===== config.mk =====
export PLATFORM = sky130hd
export DESIGN_NAME = pe_uno_sched
export DESIGN_NICKNAME = d
export VERILOG_FILES = /design/src/rtl/pe_uno_sched.sv
export SDC_FILE = /design/constraint.sdc
export NUM_CORES = 1
export LEC_CHECK = 0
export BUFFER_PORTS_ARGS = -buffer_cell sky130_fd_sc_hd__buf_2
export CORE_MARGIN = 1.5
export CORE_UTILIZATION = 51
export CTS_CLUSTER_DIAMETER = 40
export DETAILED_ROUTE_END_ITERATION = 12
export PLACE_DENSITY = 0.8
export RECOVER_POWER = 50
export REMOVE_ABC_BUFFERS = 1
export SLEW_MARGIN = 20
export SYNTH_ARGS = -nofsm -noshare
export SYNTH_HDL_FRONTEND = slang
export SYNTH_SLANG_ARGS = --single-unit

===== constraint.sdc =====
create_clock -name clk -period 3.29 [get_ports clk]
set_input_delay 0.658 -clock clk [delete_from_list [all_inputs] [get_ports clk]]
set_output_delay 0.658 -clock clk [all_outputs]
set_load 0.1 [all_outputs]

===== src/rtl/pe_uno_sched.sv =====
// Scheduler that sequences GEMM accumulate runs and Horner-ordered unary coefficient reads for a PE column.
// Optional busy-cycle performance counter is enabled by defining PE_SCHED_PERF_EN.
//
// state   | meaning
// IDLE    | waiting for a command, cmd_ready high
// RUN     | issuing cmd_len cycles (coefficient reads for unary ops)
// DRAIN   | DRAIN_CYC cycles letting the PE pipeline empty
// DONE    | one-cycle completion pulse
module pe_uno_sched #(
  parameter int MUL_BW    = 16,
  parameter int LEN_BW    = 5,
  parameter int DRAIN_CYC = 3
) (
  input  logic                clk,
  input  logic                rst_n,
  input  logic                cmd_valid,
  output logic                cmd_ready,
  input  logic [1:0]          cmd_op,
  input  logic [LEN_BW-1:0]   cmd_len,
  input  logic                abort,
  output logic [1:0]          gemm_uno,
  output logic                coef_rd_en,
  output logic [LEN_BW+1:0]   coef_addr,
  input  logic [MUL_BW-1:0]   coef_rdata,
  output logic [MUL_BW-1:0]   wc_o,
  output logic                wc_vld,
  output logic                busy,
  output logic                done
`ifdef PE_SCHED_PERF_EN
  ,
  output logic [31:0]         perf_cnt
`endif
);

  localparam int DRN_BW = (DRAIN_CYC > 1) ? $clog2(DRAIN_CYC) : 1;

  typedef enum logic [1:0] {
    S_IDLE  = 2'b00,
    S_RUN   = 2'b01,
    S_DRAIN = 2'b10,
    S_DONE  = 2'b11
  } state_t;

  state_t              state, state_nxt;
  logic [1:0]          op_q, op_nxt;
  logic [LEN_BW-1:0]   cnt, cnt_nxt;
  logic [DRN_BW-1:0]   drn_cnt, drn_nxt;

  always_ff @(posedge clk or negedge rst_n) begin
    if (!rst_n) begin
      state   <= S_IDLE;
      op_q    <= 2'b00;
      cnt     <= '0;
      drn_cnt <= '0;
    end else begin
      state   <= state_nxt;
      op_q    <= op_nxt;
      cnt     <= cnt_nxt;
      drn_cnt <= drn_nxt;
    end
  end

  always_comb begin
    state_nxt  = state;
    op_nxt     = op_q;
    cnt_nxt    = cnt;
    drn_nxt    = drn_cnt;
    cmd_ready  = 1'b0;
    busy       = 1'b1;
    done       = 1'b0;
    coef_rd_en = 1'b0;
    coef_addr  = '0;
    case (state)
      S_IDLE: begin
        cmd_ready = 1'b1;
        busy      = 1'b0;
        if (cmd_valid) begin
          op_nxt = cmd_op;
          if (cmd_len == '0) begin
            cnt_nxt   = '0;
            state_nxt = S_DONE;
          end else begin
            cnt_nxt   = cmd_len - LEN_BW'(1);
            state_nxt = S_RUN;
          end
        end
      end
      S_RUN: begin
        if (abort) begin
          cnt_nxt   = '0;
          state_nxt = S_IDLE;
        end else begin
          // cnt counts down, so the highest term index is read first (Horner order)
          if (op_q != 2'b00) begin
            coef_rd_en = 1'b1;
            coef_addr  = {op_q, cnt};
          end
          if (cnt == '0) begin
            drn_nxt   = DRN_BW'(DRAIN_CYC - 1);
            state_nxt = S_DRAIN;
          end else begin
            cnt_nxt = cnt - LEN_BW'(1);
          end
        end
      end
      S_DRAIN: begin
        if (abort) begin
          drn_nxt   = '0;
          state_nxt = S_IDLE;
        end else if (drn_cnt == '0) begin
          state_nxt = S_DONE;
        end else begin
          drn_nxt = drn_cnt - DRN_BW'(1);
        end
      end
      S_DONE: begin
        done      = 1'b1;
        state_nxt = S_IDLE;
      end
      default: state_nxt = S_IDLE;
    endcase
  end

  // Mode select follows the next state so it lines up with RUN/DRAIN at the PE column.
  always_ff @(posedge clk or negedge rst_n) begin
    if (!rst_n) begin
      gemm_uno <= 2'b00;
    end else if (state_nxt == S_RUN || state_nxt == S_DRAIN) begin
      gemm_uno <= op_nxt;
    end else begin
      gemm_uno <= 2'b00;
    end
  end

  // coef_rdata is captured on the edge that closes the read cycle.
  always_ff @(posedge clk or negedge rst_n) begin
    if (!rst_n) begin
      wc_o   <= '0;
      wc_vld <= 1'b0;
    end else if (coef_rd_en) begin
      wc_o   <= coef_rdata;
      wc_vld <= 1'b1;
    end else begin
      wc_o   <= '0;
      wc_vld <= 1'b0;
    end
  end

`ifdef PE_SCHED_PERF_EN
  always_ff @(posedge clk or negedge rst_n) begin
    if (!rst_n) begin
      perf_cnt <= '0;
    end else if (busy && (perf_cnt != 32'hFFFF_FFFF)) begin
      perf_cnt <= perf_cnt + 32'd1;
    end
  end
`endif

endmodule


* Yosys cells after proc, flatten, opt, wreduce, memory -nomap -nowiden
Index checks and enable logic that the tools add are counted.
** Storage, ports and cells
- Flip-flop bits (word level) :: 30
- Latch bits :: 0
- RAM bits :: 0
- Bits in read-only memories :: 0
- Bits of input ports :: 27
- Output and inout port bits :: 30
- Logic and storage cells :: 61
- Memories kept :: 0
** Operators by class
- Add/subtract/negate cells :: 3
- $mul :: 0
- Divide/modulo/power cells :: 0
- Order comparisons :: 0
- Equal/unequal tests :: 10
- Shift-type cells :: 0
- Multiplexer cells :: 31
- Bitwise logic cells :: 0
- Reduce and logical (&&, ||, !) cells :: 10
** Operators by type and width (count)
- 2-bit 2-to-1 mux :: 13
- 7-bit 2-to-1 mux :: 3
- 5-bit 2-to-1 mux :: 4
- 16-bit 2-to-1 mux :: 1
- 5-bit zero test :: 2
- 5-bit one-hot mux with 2 select lines :: 1
- 5-bit by 1-bit subtractor with 5-bit output (second input constant) :: 2
- 2-bit one-hot mux with 4 select lines :: 1
- 1-bit 2-to-1 mux :: 7
- 2-bit == test (second input constant) :: 3
- 2-bit inequality test (second input constant) :: 3
- 3-bit inequality test (second input constant) :: 2
- 2-bit nonzero test :: 3
- 2-bit by 1-bit == test with 1-bit output (second input constant) :: 2
- 2-bit zero test :: 2
- 2-bit one-hot mux with 2 select lines :: 1
- 4-bit AND reduction :: 1
- 3-bit AND reduction :: 1
- 2-bit by 1-bit subtractor with 2-bit output (second input constant) :: 1
- 1-bit logical OR :: 1

* Longest topological paths before layout
- Word-level depth :: 7
- Gate-level depth with buffers :: 6
- Gate-level depth less buffers :: 6

* Least setup slack after synthesis
OpenSTA, ideal clock, no wires.
- Path type :: in2out
- From :: in abort
- To :: out coef_addr[0]
- Arrival :: 3231 ps
- Data required time :: 2632 ps
- Slack :: -599 ps
- Stages on the path :: 3
- Path buffers :: 1
- Path through :: or3b_1 > buf_6 > nor3_1
** On the way
- Cells in the longest elaborated chain, start to end :: 2
** Ends and longest elaborated chain
- from (decl) :: RTL line 20 : input logic abort,
- 7-bit 2-to-1 mux :: RTL line 89 : if (abort) begin
- 7-bit 2-to-1 mux :: RTL line 73 : case (state)
- to (decl) :: RTL line 23 : output logic [LEN_BW+1:0] coef_addr,
No other way between the ends.

* Worst setup path in the final report
- From :: reg state[1]
- To :: out coef_addr[3]
** On the way
- Cells in the longest elaborated chain, start to end :: 2
** Ends and longest elaborated chain
- from (decl) :: RTL line 44 : state_t state, state_nxt;
- from (signal assigned) :: RTL line 56 : state <= state_nxt;
- 2-bit by 1-bit == test with 1-bit output :: RTL line 73
- 7-bit 2-to-1 mux :: RTL line 73
No other way between the ends.

==> run_results.csv <==
group,metric,value,unit
pwr,vdd_drop_max,0.7289,mV
final_layout,nets,224,
cts,cts_tree,"yes",
synthesis,yosysWarnings,0,
final_layout,fin_cells,225,
detailed_routing,wl_per_cell,13.18,um
detailed_routing,remaining_drc_errors,0,
synthesis,synthXorXnorAreaFrac,1.244,%
synthesis,synth-compound-area-share,13.33,%
timing,timing.slew.headroom,-1.908,%
detailed_routing,finalWirelength,2.965,mm
flow_run,cap_violations,1,
synthesis,synth-seq-area-share,53.33,%
detailed_routing,firstDrtPassIters,4,
synthesis,synth_top_family_by_area,"simple AND/OR/NAND/NOR gates",
placement,numPlacedInstances,217,
placement,io_buffers,56,
cts,clk_pin_slew,100,ps
final_layout,diodes,0,
timing,min_period,2825,ps
cts,clockBufferDepth,2,
global_route,antenna_found_initial,0,
synthesis,postSynthCellCount,134,
cts,clkLatencyLatePin,340,ps
die,die-area,3084,um^2
detailed_routing,num_vias,1208,
worst_setup_path,path_class,"reg2out",
timing,holdWs,522.3,ps
timing,rsz0062_at_grt,"no",
synthesis,synth.area.mux_share,0.8000,%
timing,finalHoldViolations,0,
final_layout,area_growth,27.56,%
synthesis,syn_avg_cell_area,10.50,um^2
synthesis,synthAdderAreaFrac,2.667,%
synthesis,ys.flop_type,"dfrtp_1",
timing,max_freq,353.9,MHz
outcome,outcome,"finished with violations",
die,die_width,55.54,um
cts,clock-root-buffer,"clkbuf_4",
worst_setup_path,cp-start-kind,"flop",
timing,setup_viol,0,
synthesis,synth-edff-count,0,
timing,finClkSkew,15.00,ps
die,start_util,55.31,%
cts,postCtsSetupBuffers,0,
worst_hold_path,hold_path.class,"in2reg",
worst_setup_path,cp.required,2630,ps
placement,dp_slack,553.8,ps
timing,finalMaxSlewViolations,31,
cts,htreeDepth,2,
final_layout,mostFrequentLayoutCell,"buf_2",
synthesis,synth-seq-cells,30,
die,die_h,55.54,um
global_route,grt_usage,21.95,%
placement,place_congestion,0.8948,
die,core_area,2545,um^2
worst_setup_path,arrival,2170,ps
global_route,grt_pass1_vias,1181,
die,rows,18,
synthesis,synth_cell_type_count,37,
timing,fin_crit_sh,85.88,%
cts,cts_buffers,5,
cts,cts_resized,0,
detailed_routing,ant_nets,0,
pwr,leakage,0.9222,nW
detailed_routing,drt_iter0_drc,37,
synthesis,synthSimpleGateAreaFrac,23.20,%
detailed_routing,via_per_inst,5.369,
die,ios,57,
placement,dp.final_hpwl,2.217,mm
outcome,violations,"max-capacitance violations, max-slew violations",
pwr,pwr_density_cell,1100,nW/um^2
cts,clock-sinks,30,
final_layout,nFillCells,212,
cts,ctsHoldBuffers,0,
global_route,grt_pass1_wl,5.257,mm
timing,tightest_slew,1529,ps
global_route,gr-total-overflow,0,
synthesis,synthArstFlopShare,100.0,%
final_layout,layout-drive-gt1-share,30.77,%
global_route,grt_start_max_net_pins,31,
synthesis,syn-cell-area,1408,um^2
timing,setup_ws,464.6,ps
final_layout,final_cell_mix,"41 x buf_2, 30 x dfrtp_1, 22 x and2_1, 12 x clkbuf_1, 11 x o21ai_0",
worst_setup_path,crit_fanout,18,
worst_setup_path,cp-end-kind,"primary output",
-- metal layers --
layer / vias to the layer above / part of all wire (%) / track usage, %
met3: 7 / 7.7 / 7.026
met5: - / 0 / 0
met4: 0 / 1.1 / 7.666
met1: 573 / 41 / 27.65
met2: 53 / 50 / 35.54
li1: 575 / - / -
-- layout make-up --
type / count / area (um^2) / area share, %
Multi-Input combinational cell: 89 / 566.8 / 31.57
Clock buffer: 5 / 37.54 / 2.091
Inverter: 10 / 37.54 / 2.091
Timing Repair Buffer: 58 / 325.3 / 18.12
Sequential cell: 30 / 750.7 / 41.81
Clock inverter: 3 / 40.04 / 2.230
Tap cell: 30 / 37.54 / 2.091
-- per-stage QoR --
stage	instance area, um^2	power (mW)	utilization [%]	setup TNS, ps
finish	1795	1.975	70.55	0
global placement	1747	1.682	68.63	0
floorplan	1369	1.475	-	-2547
global route	1795	2.088	70.55	0
detailed placement	1747	1.715	68.63	0
CTS	1824	2.006	71.68	0
-- cells in the mapped netlist, drive strengths merged (2+ instances only) --
| cell type | n | area, um^2 |
|---|---|---|
| o21ai | 12 | 60.05 |
| and2 | 22 | 137.6 |
| buf | 5 | 38.78 |
| nand3 | 2 | 10.01 |
| nor2 | 9 | 43.80 |
| a32oi | 2 | 17.52 |
| nor2b | 3 | 18.77 |
| nor3 | 4 | 20.02 |
| dfrtp | 30 | 750.7 |
| nand2 | 9 | 36.29 |
| o22ai | 2 | 12.51 |
| inv | 10 | 37.54 |
| xnor2 | 2 | 17.52 |
| a21oi | 3 | 15.01 |
| ha | 3 | 37.54 |
-- worst max-delay path, cell delays in order, from the launching register on --
cell and delay [ps]:
dfrtp_1 500, or3b_1 500, nor2_1 220, buf_4 220
and2_1 200, buf_12 180
-- sequential cells by signal, summed over array words and instances, names as in the netlist --
name and flops:
op_q 2, drn_cnt 2, state 2, cnt 5, wc_vld 1, wc_o 16
gemm_uno 2
-- power by group --
part           switching, mW  leakage [nW]  total [mW]  internal (mW)
Sequential            0.0818         0.397       0.555          0.473
Combinational          0.876         0.480        1.13          0.254
Clock                  0.132        0.0450       0.289          0.157
-- cell families (layout without fill, tap and decap cells) --
logic type / Yosys count / in the layout
XOR/XNOR: 2 / 2
adder cells (fa/ha/maj): 3 / 3
flip-flops: 30 / 30
multiplexers: 1 / 1
AND/OR/NAND/NOR: 55 / 55
AO/OA/AOI/OAI: 28 / 28
buffers and inverters: 15 / 76
-- final timing paths --
path / from / end / slack, ps / depth (start not counted)
setup / recovery: state[1]$_DFF_PN0_ / coef_addr[3] / 460 / 5
hold / removal: coef_rdata[15] / wc_o[15]$_DFF_PN0_ / 520 / 2
setup reg to reg: cnt[0]$_DFFE_PN0P_ / cnt[2]$_DFFE_PN0P_ / 1510 / 6
hold reg to reg: cnt[0]$_DFFE_PN0P_ / cnt[0]$_DFFE_PN0P_ / 540 / 2
max in group asynchronous: rst_n / wc_o[4]$_DFF_PN0_ / 1720 / 1
min in group asynchronous: rst_n / op_q[0]$_DFF_PN0_ / 680 / 1
Power figures use the tool's default switching activity.
